## src/rtl/pir_pkg.sv

```systemverilog
// -----------------------------------------------------------------------------
// pir_pkg
// Shared definitions for the PIR input conditioner: FSM state type with fixed
// encodings, plus a helper that tells whether a state drives motion high.
// -----------------------------------------------------------------------------
package pir_pkg;

   typedef enum logic [1:0] {
      ST_WARMUP = 2'b00,
      ST_IDLE   = 2'b01,
      ST_ACTIVE = 2'b10,
      ST_HOLD   = 2'b11
   } pir_state_t;

   // motion is asserted while a detection is live or being stretched
   function automatic logic is_motion_state(input pir_state_t st);
      logic v;
      case (st)
         ST_ACTIVE: v = 1'b1;
         ST_HOLD:   v = 1'b1;
         default:   v = 1'b0;
      endcase
      return v;
   endfunction

endpackage

```

## src/rtl/pir_debounce.sv

```systemverilog
// -----------------------------------------------------------------------------
// pir_debounce
// Two-flop synchroniser followed by a debounce filter. The filtered level only
// flips after the synchronised input has disagreed with it for DEBOUNCE_CYCLES
// consecutive cycles; any agreeing cycle restarts the count.
//
// Ports:
//   clk    in   clock, rising edge
//   rst_n  in   asynchronous active-low reset
//   din    in   raw asynchronous input
//   dout   out  debounced level (registered)
// -----------------------------------------------------------------------------
module pir_debounce #(
   parameter int unsigned DEBOUNCE_CYCLES = 16
) (
   input  logic clk,
   input  logic rst_n,
   input  logic din,
   output logic dout
);

   localparam int unsigned CW = (DEBOUNCE_CYCLES > 1) ? $clog2(DEBOUNCE_CYCLES) : 1;
   localparam logic [CW-1:0] CNT_LAST = CW'(DEBOUNCE_CYCLES - 1);

   logic          r_sync1;
   logic          r_sync2;
   logic          r_deb;
   logic [CW-1:0] r_cnt;

   // synchroniser chain and disagreement counter
   always_ff @(posedge clk or negedge rst_n) begin
      if (!rst_n) begin
         r_sync1 <= 1'b0;
         r_sync2 <= 1'b0;
         r_deb   <= 1'b0;
         r_cnt   <= '0;
      end else begin
         r_sync1 <= din;
         r_sync2 <= r_sync1;
         if (r_sync2 != r_deb) begin
            if (r_cnt == CNT_LAST) begin
               r_deb <= r_sync2;
               r_cnt <= '0;
            end else begin
               r_cnt <= r_cnt + CW'(1);
            end
         end else begin
            r_cnt <= '0;
         end
      end
   end

   assign dout = r_deb;

endmodule

```

## src/rtl/pir_conditioner.sv

```systemverilog
// -----------------------------------------------------------------------------
// pir_conditioner
// Conditions the raw PIR sensor line for the PIR_LED block: synchronise,
// debounce, then stretch each detection with a retriggerable hold timer.
// Also emits a one-cycle start pulse per new event and a saturating count.
//
// Build option: define PIR_WARMUP_EN to add a post-reset lockout of
// WARMUP_CYCLES cycles (state WARMUP, counter, registered ready). Without it
// the design starts in IDLE and ready is tied high; ports are unchanged.
//
// Ports:
//   clk          in   clock, rising edge
//   rst_n        in   asynchronous active-low reset
//   pir_sensor   in   raw asynchronous sensor line
//   event_clr    in   synchronous clear of event_count (wins over increment)
//   motion       out  conditioned motion level (registered)
//   motion_start out  one-cycle pulse on a new event (registered)
//   event_count  out  saturating event count (registered)
//   ready        out  high once warm-up lockout is over
// -----------------------------------------------------------------------------
module pir_conditioner
   import pir_pkg::*;
#(
   parameter int unsigned DEBOUNCE_CYCLES = 16,
   parameter int unsigned HOLD_CYCLES     = 1000,
   parameter int unsigned WARMUP_CYCLES   = 1000,
   parameter int unsigned CNT_W           = 16
) (
   input  logic             clk,
   input  logic             rst_n,
   input  logic             pir_sensor,
   input  logic             event_clr,
   output logic             motion,
   output logic             motion_start,
   output logic [CNT_W-1:0] event_count,
   output logic             ready
);

   localparam int unsigned HW = (HOLD_CYCLES > 1) ? $clog2(HOLD_CYCLES) : 1;
   localparam logic [HW-1:0] HOLD_LAST = HW'(HOLD_CYCLES - 1);
   localparam logic [CNT_W-1:0] CNT_MAX = {CNT_W{1'b1}};

`ifdef PIR_WARMUP_EN
   localparam int unsigned WW = (WARMUP_CYCLES > 1) ? $clog2(WARMUP_CYCLES) : 1;
   localparam logic [WW-1:0] WARM_LAST = WW'(WARMUP_CYCLES - 1);
   localparam pir_state_t RESET_STATE = ST_WARMUP;
`else
   localparam pir_state_t RESET_STATE = ST_IDLE;
`endif

   logic             w_deb;
   pir_state_t       r_state;
   pir_state_t       w_state_nxt;
   logic [HW-1:0]    r_hold_cnt;
   logic [HW-1:0]    w_hold_nxt;
   logic             w_new_event;
   logic [CNT_W-1:0] w_count_nxt;
   logic             r_motion;
   logic             r_motion_start;
   logic [CNT_W-1:0] r_event_count;
`ifdef PIR_WARMUP_EN
   logic [WW-1:0]    r_warm_cnt;
   logic [WW-1:0]    w_warm_nxt;
   logic             r_ready;
`endif

   pir_debounce #(
      .DEBOUNCE_CYCLES(DEBOUNCE_CYCLES)
   ) u_debounce (
      .clk  (clk),
      .rst_n(rst_n),
      .din  (pir_sensor),
      .dout (w_deb)
   );

   // next-state, hold/warm-up counter and new-event decode
   always_comb begin
      w_state_nxt = r_state;
      w_hold_nxt  = r_hold_cnt;
      w_new_event = 1'b0;
`ifdef PIR_WARMUP_EN
      w_warm_nxt  = r_warm_cnt;
`endif
      case (r_state)
         ST_WARMUP: begin
`ifdef PIR_WARMUP_EN
            // pir_deb is deliberately ignored until the lockout expires
            if (r_warm_cnt == WARM_LAST) begin
               w_state_nxt = ST_IDLE;
               w_warm_nxt  = '0;
            end else begin
               w_warm_nxt  = r_warm_cnt + WW'(1);
            end
`else
            w_state_nxt = ST_IDLE;
`endif
         end
         ST_IDLE: begin
            if (w_deb) begin
               w_state_nxt = ST_ACTIVE;
               w_new_event = 1'b1;
            end else begin
               w_state_nxt = ST_IDLE;
            end
         end
         ST_ACTIVE: begin
            if (!w_deb) begin
               w_state_nxt = ST_HOLD;
               w_hold_nxt  = '0;
            end else begin
               w_state_nxt = ST_ACTIVE;
            end
         end
         ST_HOLD: begin
            // retrigger is tested first so it beats a simultaneous expiry
            if (w_deb) begin
               w_state_nxt = ST_ACTIVE;
               w_hold_nxt  = '0;
            end else if (r_hold_cnt == HOLD_LAST) begin
               w_state_nxt = ST_IDLE;
               w_hold_nxt  = '0;
            end else begin
               w_hold_nxt  = r_hold_cnt + HW'(1);
            end
         end
         default: begin
            w_state_nxt = RESET_STATE;
            w_hold_nxt  = '0;
         end
      endcase
   end

   // saturating event counter; clear takes priority over increment
   always_comb begin
      w_count_nxt = r_event_count;
      if (event_clr) begin
         w_count_nxt = '0;
      end else if (w_new_event && (r_event_count != CNT_MAX)) begin
         w_count_nxt = r_event_count + CNT_W'(1);
      end else begin
         w_count_nxt = r_event_count;
      end
   end

   // state, counters and registered outputs
   always_ff @(posedge clk or negedge rst_n) begin
      if (!rst_n) begin
         r_state        <= RESET_STATE;
         r_hold_cnt     <= '0;
         r_motion       <= 1'b0;
         r_motion_start <= 1'b0;
         r_event_count  <= '0;
`ifdef PIR_WARMUP_EN
         r_warm_cnt     <= '0;
         r_ready        <= 1'b0;
`endif
      end else begin
         r_state        <= w_state_nxt;
         r_hold_cnt     <= w_hold_nxt;
         r_motion       <= is_motion_state(w_state_nxt);
         r_motion_start <= w_new_event;
         r_event_count  <= w_count_nxt;
`ifdef PIR_WARMUP_EN
         r_warm_cnt     <= w_warm_nxt;
         r_ready        <= (w_state_nxt != ST_WARMUP);
`endif
      end
   end

   assign motion       = r_motion;
   assign motion_start = r_motion_start;
   assign event_count  = r_event_count;
`ifdef PIR_WARMUP_EN
   assign ready        = r_ready;
`else
   assign ready        = 1'b1;
`endif

endmodule

```

## config.mk

```make
export PLATFORM = sky130hd
export DESIGN_NAME = pir_conditioner
export DESIGN_NICKNAME = d
export VERILOG_FILES = /design/src/rtl/pir_pkg.sv /design/src/rtl/pir_debounce.sv /design/src/rtl/pir_conditioner.sv
export SDC_FILE = /design/constraint.sdc
export NUM_CORES = 1
export LEC_CHECK = 0
export CELL_PAD_IN_SITES_DETAIL_PLACEMENT = 1
export CELL_PAD_IN_SITES_GLOBAL_PLACEMENT = 1
export CORE_MARGIN = 4
export CORE_UTILIZATION = 40
export CTS_BUF_LIST = sky130_fd_sc_hd__clkbuf_4
export DETAILED_ROUTE_END_ITERATION = 7
export GPL_ROUTABILITY_DRIVEN = 0
export PLACE_DENSITY_LB_ADDON = 0.1
export SYNTH_ARGS = -nofsm -noshare
export SYNTH_HDL_FRONTEND = slang
export SYNTH_SLANG_ARGS = --single-unit
```

## constraint.sdc

```tcl
create_clock -name clk -period 1.5 [get_ports clk]
set_input_delay 0.3 -clock clk [delete_from_list [all_inputs] [get_ports clk]]
set_output_delay 0.3 -clock clk [all_outputs]
set_load 0.02 [all_outputs]
```

# ---- Yosys cells after proc, flatten, opt, wreduce, memory -nomap -nowiden
# Cells that the tools add are included.
# Widths: inputs -> output; s select.
dict set report classes {
  n_eq_ne 10
  n_mux 16
  add_sub_neg 3
  reduce_logical 7
}
# operator n
set op_table {}
lappend op_table {{$mux 16} 2}
lappend op_table {{$mux 10} 3}
lappend op_table {{$pmux 10 s2} 1}
lappend op_table {{$add 16x1->16 const B} 1}
lappend op_table {{$ne 16x16->1 const B} 1}
lappend op_table {{$add 10x1->10 const B} 1}
lappend op_table {{$eq 10x10->1 const B} 1}
lappend op_table {{$eq 2x2->1 const B} 4}
lappend op_table {{$mux 4} 2}
lappend op_table {{$pmux 2 s4} 1}
lappend op_table {{$mux 2} 3}
lappend op_table {{$add 4x1->4 const B} 1}
lappend op_table {{$eq 4x4->1 const B} 1}
lappend op_table {{$mux 1} 4}
lappend op_table {{$reduce_and 2->1} 2}
lappend op_table {{$reduce_bool 2->1} 2}
lappend op_table {{$eq 2x1->1 const B} 1}
lappend op_table {{$logic_not 2->1} 1}
lappend op_table {{$ne 2x2->1 const B} 1}
lappend op_table {{$reduce_or 2->1} 1}
lappend op_table {{$logic_and 1x1->1} 1}
lappend op_table {{$ne 1x1->1} 1}
dict set report word_totals {
  in_bits 4
  ff_bits 37
  elab_cells 45
  out_inout_bits 19
}

# ---- Depth between registers and ports, before layout
# Gate-level depths: netlist of run 1.
dict set report logic_depth {
  ltp_word 7
  ltp_mapped 6
  mapped_depth_nobuf 5
}

# ---- Hierarchy
# Synthesis of run 1 repeated with hierarchy kept, for this count alone.
dict set report hier_totals {
  cells_unflattened 184
  area_unflattened_um2 1881.8
}
# mod area_per_inst_um2 n_inst cells_per_inst seq_area_each_um2
set modules_own_cells {}
lappend modules_own_cells {pir_conditioner 1611.5 1 166 752.0}
lappend modules_own_cells {pir_debounce 270.3 1 18 175.2}

# ---- Least setup slack after synthesis of run 1
# No wires, ideal clock.
dict set report synth_timing {
  kind {register -> register}
  from {reg r_event_count[1], in the netlist event_count[1]}
  to {reg r_event_count[5], in the netlist event_count[5]}
  required_time_ps 1401
  path_stages_with_launch 6
  path_buffers 0
  setup_ps 99
  path_slack_ps -270
  t_arrival_ps 1670
  synth_period_minus_slack_ps 1770
  cell_sequence {dfrtp_1 ha_1 nand3_1 nor3_2 a21oi_1 a311oi_1}
}
dict set report synth_between {
  elab_chain_cells 3
  word_cells_on_any_way 6
  cone_classes {add/sub (1); eq/ne (1); mux (2); reduce/logical (2)}
}
# element line_no
set synth_lines {}
lappend synth_lines {{start, declared} pir_conditioner.sv:60} ;# logic [CNT_W-1:0] r_event_count;
lappend synth_lines {{start signal, assigned} pir_conditioner.sv:162} ;# r_event_count <= w_count_nxt;
lappend synth_lines {{$add 16x1->16 / $ne 16x16->1 (equally long branches)} {pir_conditioner.sv:139, pir_conditioner.sv:138}}
lappend synth_lines {{$mux 16 / $logic_and 1x1->1 (equally long branches)} pir_conditioner.sv:138} ;# end else if (w_new_event && (r_event_count != CNT_MAX)) begin
lappend synth_lines {{$mux 16 / $reduce_bool 2->1 (equally long branches)} n/a}
# Several ways; a longest one is shown, not always the timed one. The select of a mux whose other input is x is not followed.
# A chain may end at the register's enable or synchronous reset.

# ---- Final worst setup path of run 1
dict set report layout_timing {
  from {reg r_event_count[1], in the netlist event_count[1]}
  to {reg r_event_count[12], in the netlist event_count[12]}
}
# The elaborated chain is that of the path after synthesis.

==> impl_summary.md, run 1 <==
Timing
The fraction of the cycle the final worst path needs is 109%. The final number of max-transition violations is 0. Counting I/O delays and the setup requirement, the final critical path takes 1630 ps. The final critical-path setup slack is -134 ps. Setup repair after global routing could not meet its margin everywhere.

The maximum frequency from static timing analysis is 612 MHz. After routing, the total negative slack on setup checks comes to -1640 ps. Between clock sinks in the finished design, the worst skew comes to 9.41 ps. On the final layout, the worst hold slack is 312 ps.

The final-report hold violation count is 0. Setup violations remaining at the end of the flow were counted as 19.

Clock network
The deepest level of the CTS H-tree is 2. TritonCTS built the clock tree. Clock tree synthesis inserted a total of 5 buffers. Clock latency on the worst-skew pair, taken at its later pin, is 350 ps. The clock tree buffer depth is 2. Clock-pin slew was measured on the worst setup and hold paths at 120 ps. The buffer type at the clock tree root is clkbuf_4. The clock sink count is 37.

Floorplanning
The floorplan row count is 24. The effective utilization at floorplan is 42.6%. The top-level I/O count is 23. The die covers 5940 um2. The die width is 77.1 um. The die is 77.1 um tall.

The placeable core area is 4470 um2.

Setup path
The setup path with the least slack is of type flop to flop. The standard cell with the maximum stage delay on the critical path is dfrtp_2. The arrival time of the worst setup path is 1910 ps.

The element type at the critical path end is a flop. Walking the worst path, the cells encountered are ha_4 -> and3_4 -> nand3_4 -> or4_1 -> a21oi_1. The cell family contributing the most delay on the critical path is simple AND/OR/NAND/NOR gates. The data required time of the critical path is 1780 ps. Along the worst path, the maximum fanout reaches 5.

The number of buffers and inverters on the critical path is 0. The worst setup path is launched from a flop. The maximum cell stage delay along the critical path is 440 ps.

Routing
The average vias per placed instance is 6.08. In this run, the number of DRC markers left after iteration 0 of detailed routing was 125. The remaining antenna violation count is 0. The per-cell routed wire length is 21.5 um. The number of design rule violations left after detail routing is 0. The length of the first detailed-routing pass in iterations is 5. The number of vias in the routed layout is 1981. For this block, the routed nets add up to 7.00 mm of wire.

Layout
The final instance area is 2960 um2. The total number of nets in the final design is 280. The fraction of final layout cells sized beyond drive strength 1 is 47.1%. The most common cell after layout, fill and taps aside is buf_4. The count of placed standard cells in the final layout, fillers left out is 326. In the layout the commonest cells are buf_4, dfrtp_1, nand2_1, dlygate4sd2_1.

The layout-stage area growth over the synthesis result is 55.1%. The number of inserted diodes is 0.

Logic synthesis
The prevailing post-synth register cell is dfrtp_1. dfrtp_1 takes more of the synthesized area than any other cell. Yosys attributes the largest share of cell area to dfrtp_1, nand3_1, a21oi_1. Counting every instance in the synthesized netlist gives 192.

The share of synthesized area in the top cell type comes to 47.2%. In the synthesized netlist the async set-or-reset flop fraction comes to 100%. The synthesized netlist contains 50 unique library cells. The synthesized design contains 37 register bits.

During synthesis, Yosys emitted a total of 0 warnings. For this run, the register share of the synthesized area comes to 48.6%. Counting flops with a built-in enable in the synthesized netlist gives 0. When the netlist entered floorplanning its net count stood at 199.

After synthesis the cells add up to 1910 um2. The mean area per synthesized cell is 9.94 um2.

Power and ir drop
The analysis attributes to net switching a power of 0.444 mW. The relative contribution of combinational cells to total power is 7.0%. In this run, flip-flops and latches consume 55.5% of the power. The part of the power in the clock network is 37.5%. The peak supply drop is 0.474 mV. The internal portion of the total power is 1.42 mW.

Dividing total power by cell area gives a power density of 630 nW/um2. The switching portion of total power is 23.8%. The analysis attributes to cell leakage a power of 1.28 nW.

GRT
The via count of the first global-routing pass is 2091. The total congestion overflow is 0. The maximum number of pins on one net before global-route repair is 38.

The overall routing resource usage is 22.0%. The number of antenna violations at the first check in global routing is 0. The first global-routing pass estimated 10.6 mm of wire.

Min path
The class of the most critical hold timing path is input port to async pin.

Place
Counting tap cells, the placed design contains a total of 308 instances. The count of port buffers added during placement is 21. Once placement finished, the instance area stood at 2620 um2. The wire-length estimate of the detail-placed layout is 4.53 mm.

Run
The number of max-capacitance violations reported is 0.

Run status
The checks that failed: negative setup slack. The run finished, with violations left.
[what timing repair did]
| action | 4_1_cts | 5_1_grt |
|---|---|---|
| pin swaps | 25 | 12 |
| setup buffers | 3 | 7 |
| hold buffers | 0 | 0 |
| gates resized for setup | 55 | 33 |
| endpoints found under the setup margin | 42 | 31 |
[kinds of logic after synthesis]
group                      after synthesis  share of synthesized area (%)
AOI/OAI and AO/OA                       43                           15.3
xor gates and xnor gates                 9                           4.13
adders and majority gates                3                           1.97
buffers and inverters                   12                           2.75
DFF                                     37                           48.6
muxes                                    2                           1.11
other                                    1                          0.197
and+or+nand+nor                         85                           26.0
[power by group through the flow]
stage               logic [mW]  clock network [mW]  registers, mW
finish                   0.131               0.700           1.04
CTS                      0.114               0.709           1.03
floorplan               0.0402                   0           1.05
global route             0.147               0.761           1.04
global placement         0.104                   0           1.05
detailed placement       0.113                   0           1.05
[synthesized netlist by cell type (2+ instances only)]
| cell | number |
|---|---|
| nand4b_1 | 2 |
| a311oi_1 | 2 |
| buf_2 | 2 |
| nand4_1 | 6 |
| clkbuf_1 | 3 |
| inv_1 | 5 |
| and3_1 | 5 |
| xor2_1 | 3 |
| nand2_1 | 11 |
| nor2b_1 | 4 |
| a41oi_1 | 2 |
| nand3_1 | 13 |
| xnor2_1 | 6 |
| a211oi_1 | 2 |
| and4_1 | 2 |
| nor3_1 | 9 |
| a22o_1 | 3 |
| a31oi_1 | 4 |
| o31ai_1 | 4 |
| dfrtp_1 | 36 |
| a21oi_1 | 12 |
| nor4_1 | 4 |
| or4_1 | 3 |
| nor2_1 | 11 |
| o21ai_0 | 6 |
| ha_1 | 3 |
| or3_1 | 3 |
| and2_1 | 2 |
| o311ai_0 | 2 |
| nand2b_1 | 2 |
[metrics by stage]
stage | util (%) | power, mW | setup WS [ps]
6_report | 66.2 | 1.87 | -134
5_1_grt | 66.2 | 1.95 | -209
4_1_cts | 62.1 | 1.85 | -104
3_5_place_dp | 58.6 | 1.16 | -112
3_3_place_gp | 58.6 | 1.15 | -82.4
2_1_floorplan | - | 1.09 | -53.4
[flip-flops by register name, indices dropped and copies added, names as in the netlist]
register	flops
u_debounce.r_sync2	1
u_debounce.dout	1
u_debounce.r_cnt	4
u_debounce.r_sync1	1
motion	1
event_count	16
r_state	2
r_hold_cnt	10
motion_start	1
[path summary, 6_finish.rpt]
| check | start | end | slack, ps | depth (start not counted) |
|---|---|---|---|---|
| hold reg to reg | u_debounce.r_sync1$_DFF_PN0_ | u_debounce.r_sync2$_DFF_PN0_ | 370 | 0 |
| hold / removal | rst_n | u_debounce.r_sync2$_DFF_PN0_ | 310 | 2 |
| setup reg to reg | event_count[1]$_DFFE_PN0P_ | event_count[12]$_DFFE_PN0P_ | -130 | 5 |
| max in group asynchronous | rst_n | r_state[0]$_DFF_PN1_ | 940 | 2 |
| setup / recovery | event_count[1]$_DFFE_PN0P_ | event_count[12]$_DFFE_PN0P_ | -130 | 5 |
| min in group clk | u_debounce.r_sync1$_DFF_PN0_ | u_debounce.r_sync2$_DFF_PN0_ | 370 | 0 |
[cell type report]
| type | count | area, um2 |
|---|---|---|
| multi-input cells | 143 | 1210 |
| repair buffers | 80 | 642 |
| clock buffers | 5 | 37.5 |
| fillers | 483 | 1510 |
| clock inverters | 3 | 41.3 |
| inverters | 6 | 27.5 |
| well taps | 52 | 65.1 |
| flip-flops and latches | 37 | 938 |
[routing by layer]
layer | wire (um) | GRT usage (%)
met1 | 2980 | 29.0
met2 | 3630 | 37.2
met3 | 287 | 4.68
met4 | 111 | 4.98
met5 | 0 | 0
Note: power is estimated with default switching activity, not from simulation.
==> run 2, diff against run 1 <==
--- a/config.mk
+++ b/config.mk
@@ -6,12 +6,11 @@
 export NUM_CORES = 1
 export LEC_CHECK = 0
 export CELL_PAD_IN_SITES_DETAIL_PLACEMENT = 1
-export CELL_PAD_IN_SITES_GLOBAL_PLACEMENT = 1
+export CELL_PAD_IN_SITES_GLOBAL_PLACEMENT = 2
 export CORE_MARGIN = 4
-export CORE_UTILIZATION = 40
+export CORE_UTILIZATION = 33
 export CTS_BUF_LIST = sky130_fd_sc_hd__clkbuf_4
 export DETAILED_ROUTE_END_ITERATION = 7
-export GPL_ROUTABILITY_DRIVEN = 0
 export PLACE_DENSITY_LB_ADDON = 0.1
 export SYNTH_ARGS = -nofsm -noshare
 export SYNTH_HDL_FRONTEND = slang
==> run 2 against run 1 <==
The flow still finishes with violations (negative setup slack). Worst hold slack got worse by 16 ps. First-iteration DRC count fell by 54%. Sequential power barely moved. Non-clock buffer count rose by 18. Clock-buffer cell count did not move. Clock power rose by 7.3%. Largest cell class unchanged. Utilization fell by 9.1 points. Sequential share of layout area fell by 2.1 points.
==> impl_summary.md, run 2 (synthesis results as in run 1) <==
Floorplanning
The die width is 84.0 um. The top-level I/O count is 23. The die is 84.0 um tall. The floorplan row count is 27.

The die covers 7060 um2. The core region is 5570 um2. The effective utilization at floorplan is 34.2%.

Setup path
The maximum cell stage delay along the critical path is 590 ps. Along the worst path, the maximum fanout reaches 5. The kind of start point of the critical path is a flop. The setup path with the least slack is of type flop to flop. The worst register-to-register path begins at r_hold_cnt[2]$_DFFE_PN0P_. The standard cell with the maximum stage delay on the critical path is or4bb_4. The most critical setup path has its startpoint at r_hold_cnt[2]$_DFFE_PN0P_. Walking the worst path, the cells encountered are nand2_1 -> or4bb_4 -> xnor2_2 -> nor2_2. The critical path's top delay family is simple AND/OR/NAND/NOR gates. The critical path contains buffers and inverters numbering 0 combined. For the worst setup path, the data arrival time is 1910 ps.

The element type at the critical path end is a flop. STA puts the critical path data required time at 1770 ps.

Routing
The per-cell routed wire length is 19.1 um. The average vias per placed instance is 5.45. In this run, the number of DRC markers left after iteration 0 of detailed routing was 58. The pre-antenna-repair detailed-routing pass consisted of 4 iterations. The remaining antenna violation count is 0. The number of vias in the routed layout is 1983. The final wirelength is 6.96 mm.

The number of design rule violations left after detail routing is 0.

GRT
The number of antenna violations at the first check in global routing is 0. Across every metal layer, demand over resource in global routing totals 19.4%. The via count of the first global-routing pass is 2131. Summed over all layers, the global routing overflow is 0. The first global-routing pass estimated 10.9 mm of wire. Entering global routing, the biggest net connects 38 pins.

Clock network
The TritonCTS buffer count is 5. The number of hold buffers added after CTS is 0. The longest clock path from root to sink contains 2 buffers. The tree built by TritonCTS fans out to 37 sinks. The deepest level of the CTS H-tree is 2. TritonCTS built the clock tree. The cell sitting at the root of the clock tree is a clkbuf_4.

At the later pin of the worst-skew pair, clock insertion delay measures 370 ps. The clock transition time at the flip-flop clock pins of the worst setup and hold paths is 130 ps.

Run
The number of max-capacitance violations reported is 0.

Layout
The library cells used most frequently in the layout, excluding fill and tap cells, are buf_4, dfrtp_1, dfrtp_2. The utilization of the core after routing is 57.0%. The number of antenna diodes in the final layout is 0.

Summing all multi-input logic gate instances after layout gives 1260 um2. The area growth from synthesis to layout is 66.6%. Registers take 942 um2.

In the final layout, the share of cells above drive strength 1 is 57.5%. Leaving out fill and tap cells, the most frequent cell in the layout is buf_4. The flip-flop count of the largest register after layout is 16. The filler cell count in the final layout is 631. The total number of nets in the final design is 298. Once layout is done, the placed cells without fillers occupy 3180 um2.

Power and ir drop
For this design the ratio of total power to cell area is 604 nW/um2. The cell leakage power is 1.32 nW. The peak supply drop is 0.411 mV.

Min path
The class of the most critical hold timing path is input port to async pin.

Timing
The final number of max-transition violations is 0. The final setup violation count is 21. The final-layout worst hold slack is 296 ps. For this run, the top clock speed supported by timing is 610 MHz. The routed design could run at a clock period as short as 1640 ps. The final critical-path setup slack is -140 ps.

The final-report hold violation count is 0. The fraction of the cycle the final worst path needs is 109%. Setup repair after global routing could not meet its margin everywhere.

On the final layout, the worst clock skew is 7.65 ps.

Run status
The run finished, with violations left. The checks that failed: negative setup slack.

Place
The count of port buffers added during placement is 21. Summed over all nets, the half-perimeter wirelength after detailed placement is 4.58 mm. Routability-driven placement finished with a final weighted congestion of 0.937. The placed instance area is 2720 um2.
-- run 2: cell count changes in the layout (fill, tap and decap cells not counted), sizes merged --
cell           delta
inv               +1
clkdlybuf4s15     -2
clkinv            -1
dlygate4sd2       -5
buf              +25
-- run 2: path summary, 6_finish.rpt --
| check | to | slack (ps) | depth (start not counted) |
|---|---|---|---|
| setup reg to reg | r_hold_cnt[4]$_DFFE_PN0P_ | -140 | 4 |
| min in group clk | u_debounce.r_sync2$_DFF_PN0_ | 360 | 0 |
| setup / recovery | r_hold_cnt[4]$_DFFE_PN0P_ | -140 | 4 |
| hold / removal | r_hold_cnt[9]$_DFFE_PN0P_ | 300 | 2 |
| hold reg to reg | u_debounce.r_sync2$_DFF_PN0_ | 360 | 0 |
| max in group asynchronous | r_state[0]$_DFF_PN1_ | 950 | 2 |
-- run 2: layer usage --
layer | vias up | global-route usage (%) | part of all wire [%]
met3 | 13 | 3.46 | 2.5
li1 | 928 | - | -
met2 | 39 | 33.1 | 50
met5 | - | 0 | 0
met1 | 1003 | 24.7 | 45
met4 | 0 | 6.58 | 2.3
-- run 2: final cells by class --
class | count | share of cell area [%]
flip-flops and latches | 37 | 29.6
inverters | 6 | 0.945
clock buffers | 5 | 1.18
well taps | 72 | 2.83
multi-input cells | 143 | 39.5
repair buffers | 98 | 24.4
clock inverters | 3 | 1.46
-- run 2: through the flow --
stage | worst slack, ps | cells | setup TNS, ps | power (mW)
after floorplan | -53.4 | 192 | -181 | 1.09
after global placement | -87.2 | 337 | -420 | 1.16
after detailed placement | -154 | 337 | -2180 | 1.17
after CTS | -97.3 | 355 | -987 | 1.93
after global routing | -218 | 364 | -4030 | 2.01
final | -140 | 364 | -1700 | 1.92
-- run 2: what timing repair did --
item,CTS,global route
resized for setup,74,54
endpoints found under the setup margin,43,35
setup buffers,10,10
pin swaps,28,20
-- run 2: power by group --
part           internal, mW  switching (mW)  leakage, nW
clock                 0.353           0.398       0.0414
sequential             1.02          0.0180        0.486
combinational        0.0561          0.0767        0.794
total                  1.43           0.492         1.32
==> RTL edit: new RTL, settings of run 2 <==
`DEBOUNCE_CYCLES` is set to 16 in 2 places; all go to 8.
--- a/src/rtl/pir_debounce.sv
+++ b/src/rtl/pir_debounce.sv
@@ -12,5 +12,5 @@
 // -----------------------------------------------------------------------------
 module pir_debounce #(
-   parameter int unsigned DEBOUNCE_CYCLES = 16
+   parameter int unsigned DEBOUNCE_CYCLES = 8
 ) (
    input  logic clk,
--- a/src/rtl/pir_conditioner.sv
+++ b/src/rtl/pir_conditioner.sv
@@ -22,5 +22,5 @@
    import pir_pkg::*;
 #(
-   parameter int unsigned DEBOUNCE_CYCLES = 16,
+   parameter int unsigned DEBOUNCE_CYCLES = 8,
    parameter int unsigned HOLD_CYCLES     = 1000,
    parameter int unsigned WARMUP_CYCLES   = 1000,
Function: same outputs for any inputs over 10 cycles, from zero or initial values and one cycle with rst_n low; that may be too few to reach the edited logic, so the function may still have changed.
==> RTL edit against run 2 <==
The run still ends with negative setup slack left. Utilization decreased by 3.0 points. Sequential cell count decreased by 1. Design area decreased by 11%. Area after synthesis decreased by 3.5%. Worst hold slack improved by 0.011 ns. Worst setup slack got worse by 0.25 ns. Wire length decreased by 20%.
Power is not compared: it rests on default switching activity, and its combinational part moved more than twofold at a synthesized area within 25%.
==> RTL edit: results (changes against run 2) <==
{| class="wikitable"
! Metric !! Value
|-
| Fraction of the yosys area taken by sequential cells || 0.490 (+0.00391)
|-
| Adder-cell share of the synthesized area || 0.0272 (+0.00750)
|-
| Final RePlAce weighted congestion || 0.844 (-10%)
|-
| Final WS setup || -0.394 ns (-0.254 ns)
|-
| Largest net degree at the start of global routing || 37 (-2.6%)
|-
| Vias per cell || 5.19 (-4.7%)
|-
| Top cells by area, synth || sky130_fd_sc_hd__dfrtp_1, sky130_fd_sc_hd__a21oi_1, sky130_fd_sc_hd__o31ai_1
|-
| Max H-tree Level || 2 (unchanged)
|-
| Synth warnings || 0 (unchanged)
|-
| Top cells by instance count after synthesis || sky130_fd_sc_hd__dfrtp_1, sky130_fd_sc_hd__a21oi_1, sky130_fd_sc_hd__nand2_1
|-
| Maximum vdd ir drop || approximately 0.64 mV
|-
| TritonRoute pass-1 iters || 4 (unchanged)
|-
| Share of synthesized area spent on multiplexers || 0.0238 (+0.0126)
|-
| Register clock-pin slew on the reported worst setup and hold paths || 0.13 ns (about the same)
|-
| CTS Root Buffer Type || sky130_fd_sc_hd__clkbuf_4
|-
| Syn Nets || 189 (-5.0%)
|-
| Number of flip-flops under the largest register name || 16 (unchanged)
|-
| Leakage power figure || 1.28 nW
|-
| Number of global-route vias before repair || 1951 (-8.4%)
|-
| Initial DRC count || 71 (+22%)
|-
| Worst clock skew || 0.0119 ns (+0.00427 ns)
|-
| Outcome || finished with violations
|-
| First-pass GRT wire length || 9.15 mm (-16%)
|-
| Worst Path Arrival || 2.18 ns (+0.27 ns)
|-
| Number of buffers on the longest clock path || 2 (unchanged)
|-
| Violated checks || negative setup slack
|-
| Launching point of the worst reg2reg path || r_state[0]
|-
| Parity-gate share of the synthesized area counting xor and xnor cells || 0.0190 (-0.0223)
|-
| Logic depth of the worst register-to-register path || 4 (unchanged)
|-
| I/O Buffers || 21 (unchanged)
|-
| Most instantiated flip-flop cell in the synthesis netlist || sky130_fd_sc_hd__dfrtp_1
|-
| Initial antenna violation count || 0 (unchanged)
|-
| Worst hold path type || in -> async
|-
| HPWL after detailed placement || 3.64 mm (-21%)
|-
| Net Sw Power || about 0.96 mW
|-
| Ratio of cells with drive above 1 in the final layout || 0.513 (-0.0622)
|-
| All-layer global routing usage || 0.177 (-0.0170)
|-
| Largest fanout on the critical path || 7 (+2)
|-
| Final setup fails || 23 (+9.5%)
|-
| Diode count || 0 (unchanged)
|-
| Standard cell with the maximum stage delay on the critical path || sky130_fd_sc_hd__or4_4
|-
| Fraction of the mapped netlist area in compound gates || 0.153 (about the same)
|-
| Reg2Reg Capture Point || event_count[11]
|-
| Largest stage delay on the critical path || 0.58 ns
|-
| Asr flop ratio synth || 1.00 (unchanged)
|-
| Unique cell type count in the Yosys netlist || 45 (-10%)
|-
| Clock latency on the worst-skew pair || 0.35 ns (-0.02 ns)
|-
| Final net count || 274 (-8.1%)
|-
| Number of CTS-inserted buffers || 5 (unchanged)
|-
| Final routed wirelength across all metal layers || 5.59 mm (-20%)
|}
RTL edit: logic make-up after synthesis:
kind of cell | after synthesis
XOR/XNOR | 4
AO/OA/AOI/OAI | 45
other | 1
adder cells (fa/ha/maj) | 4
multiplexers | 4
buffers and inverters | 15
flip-flops | 36
AND/OR/NAND/NOR | 72
RTL edit: stage by stage:
step	instance area, um^2	hold slack [ns]	std cells	TNS [ns]	setup WS [ns]
after global placement	2480	0.332	311	-4.43	-0.385
after floorplan	1870	0.00441	181	-4.02	-0.461
after detailed placement	2480	0.341	311	-5.83	-0.477
after global routing	2840	0.312	337	-6.98	-0.465
after CTS	2740	0.296	331	-4.89	-0.415
final	2840	0.307	337	-5.14	-0.394
RTL edit: power groups by stage:
stage	registers, mW	logic [mW]	clock network (mW)
floorplan	1.23	0.465	0
global placement	1.22	0.774	0
detailed placement	1.23	0.810	0
CTS	1.23	0.915	0.574
global route	1.25	1.11	0.609
finish	1.23	0.987	0.539
RTL edit: final cells by class:
type / count / area (um^2)
clock inverter: 3 / 18.8
multi-input combinational: 130 / 1080
inverter: 6 / 22.5
clock buffer: 5 / 37.5
tap: 70 / 87.6
fill: 585 / 2430
timing repair buffer: 87 / 693
sequential: 36 / 907
RTL edit: layer usage:
metal	track usage	vias up	wire, um
li1	-	845	-
met1	0.197	869	2310
met2	0.322	26	3040
met3	0.0358	9	160
met4	0.0833	0	75
met5	0	-	0
RTL edit: how the worst max path moves through the flow:
stage / cells after the start / slack, ns / endpoint / startpoint
floorplan: 5 / -0.46 / event_count[11] / r_state[0]
global placement: 4 / -0.39 / event_count[11] / r_state[0]
detailed placement: 5 / -0.48 / event_count[12] / r_state[0]
CTS: 4 / -0.42 / event_count[11] / r_state[0]
global route: 4 / -0.46 / event_count[15] / r_state[0]
finish: 4 / -0.39 / event_count[11] / r_state[0]
RTL edit: critical path: cells and delay by family, from the launching register on:
family / cells / cell delay (ns)
AO/OA/AOI/OAI: 1 / 0.13
flip-flops: 1 / 0.57
AND/OR/NAND/NOR: 3 / 1.13
RTL edit: timing repair:
action                     in CTS  in global routing
buffers inserted               13                  8
pin swaps                      17                  9
resized for setup              80                 44
hold buffers                    0                  0
setup endpoints to repair      45                 40
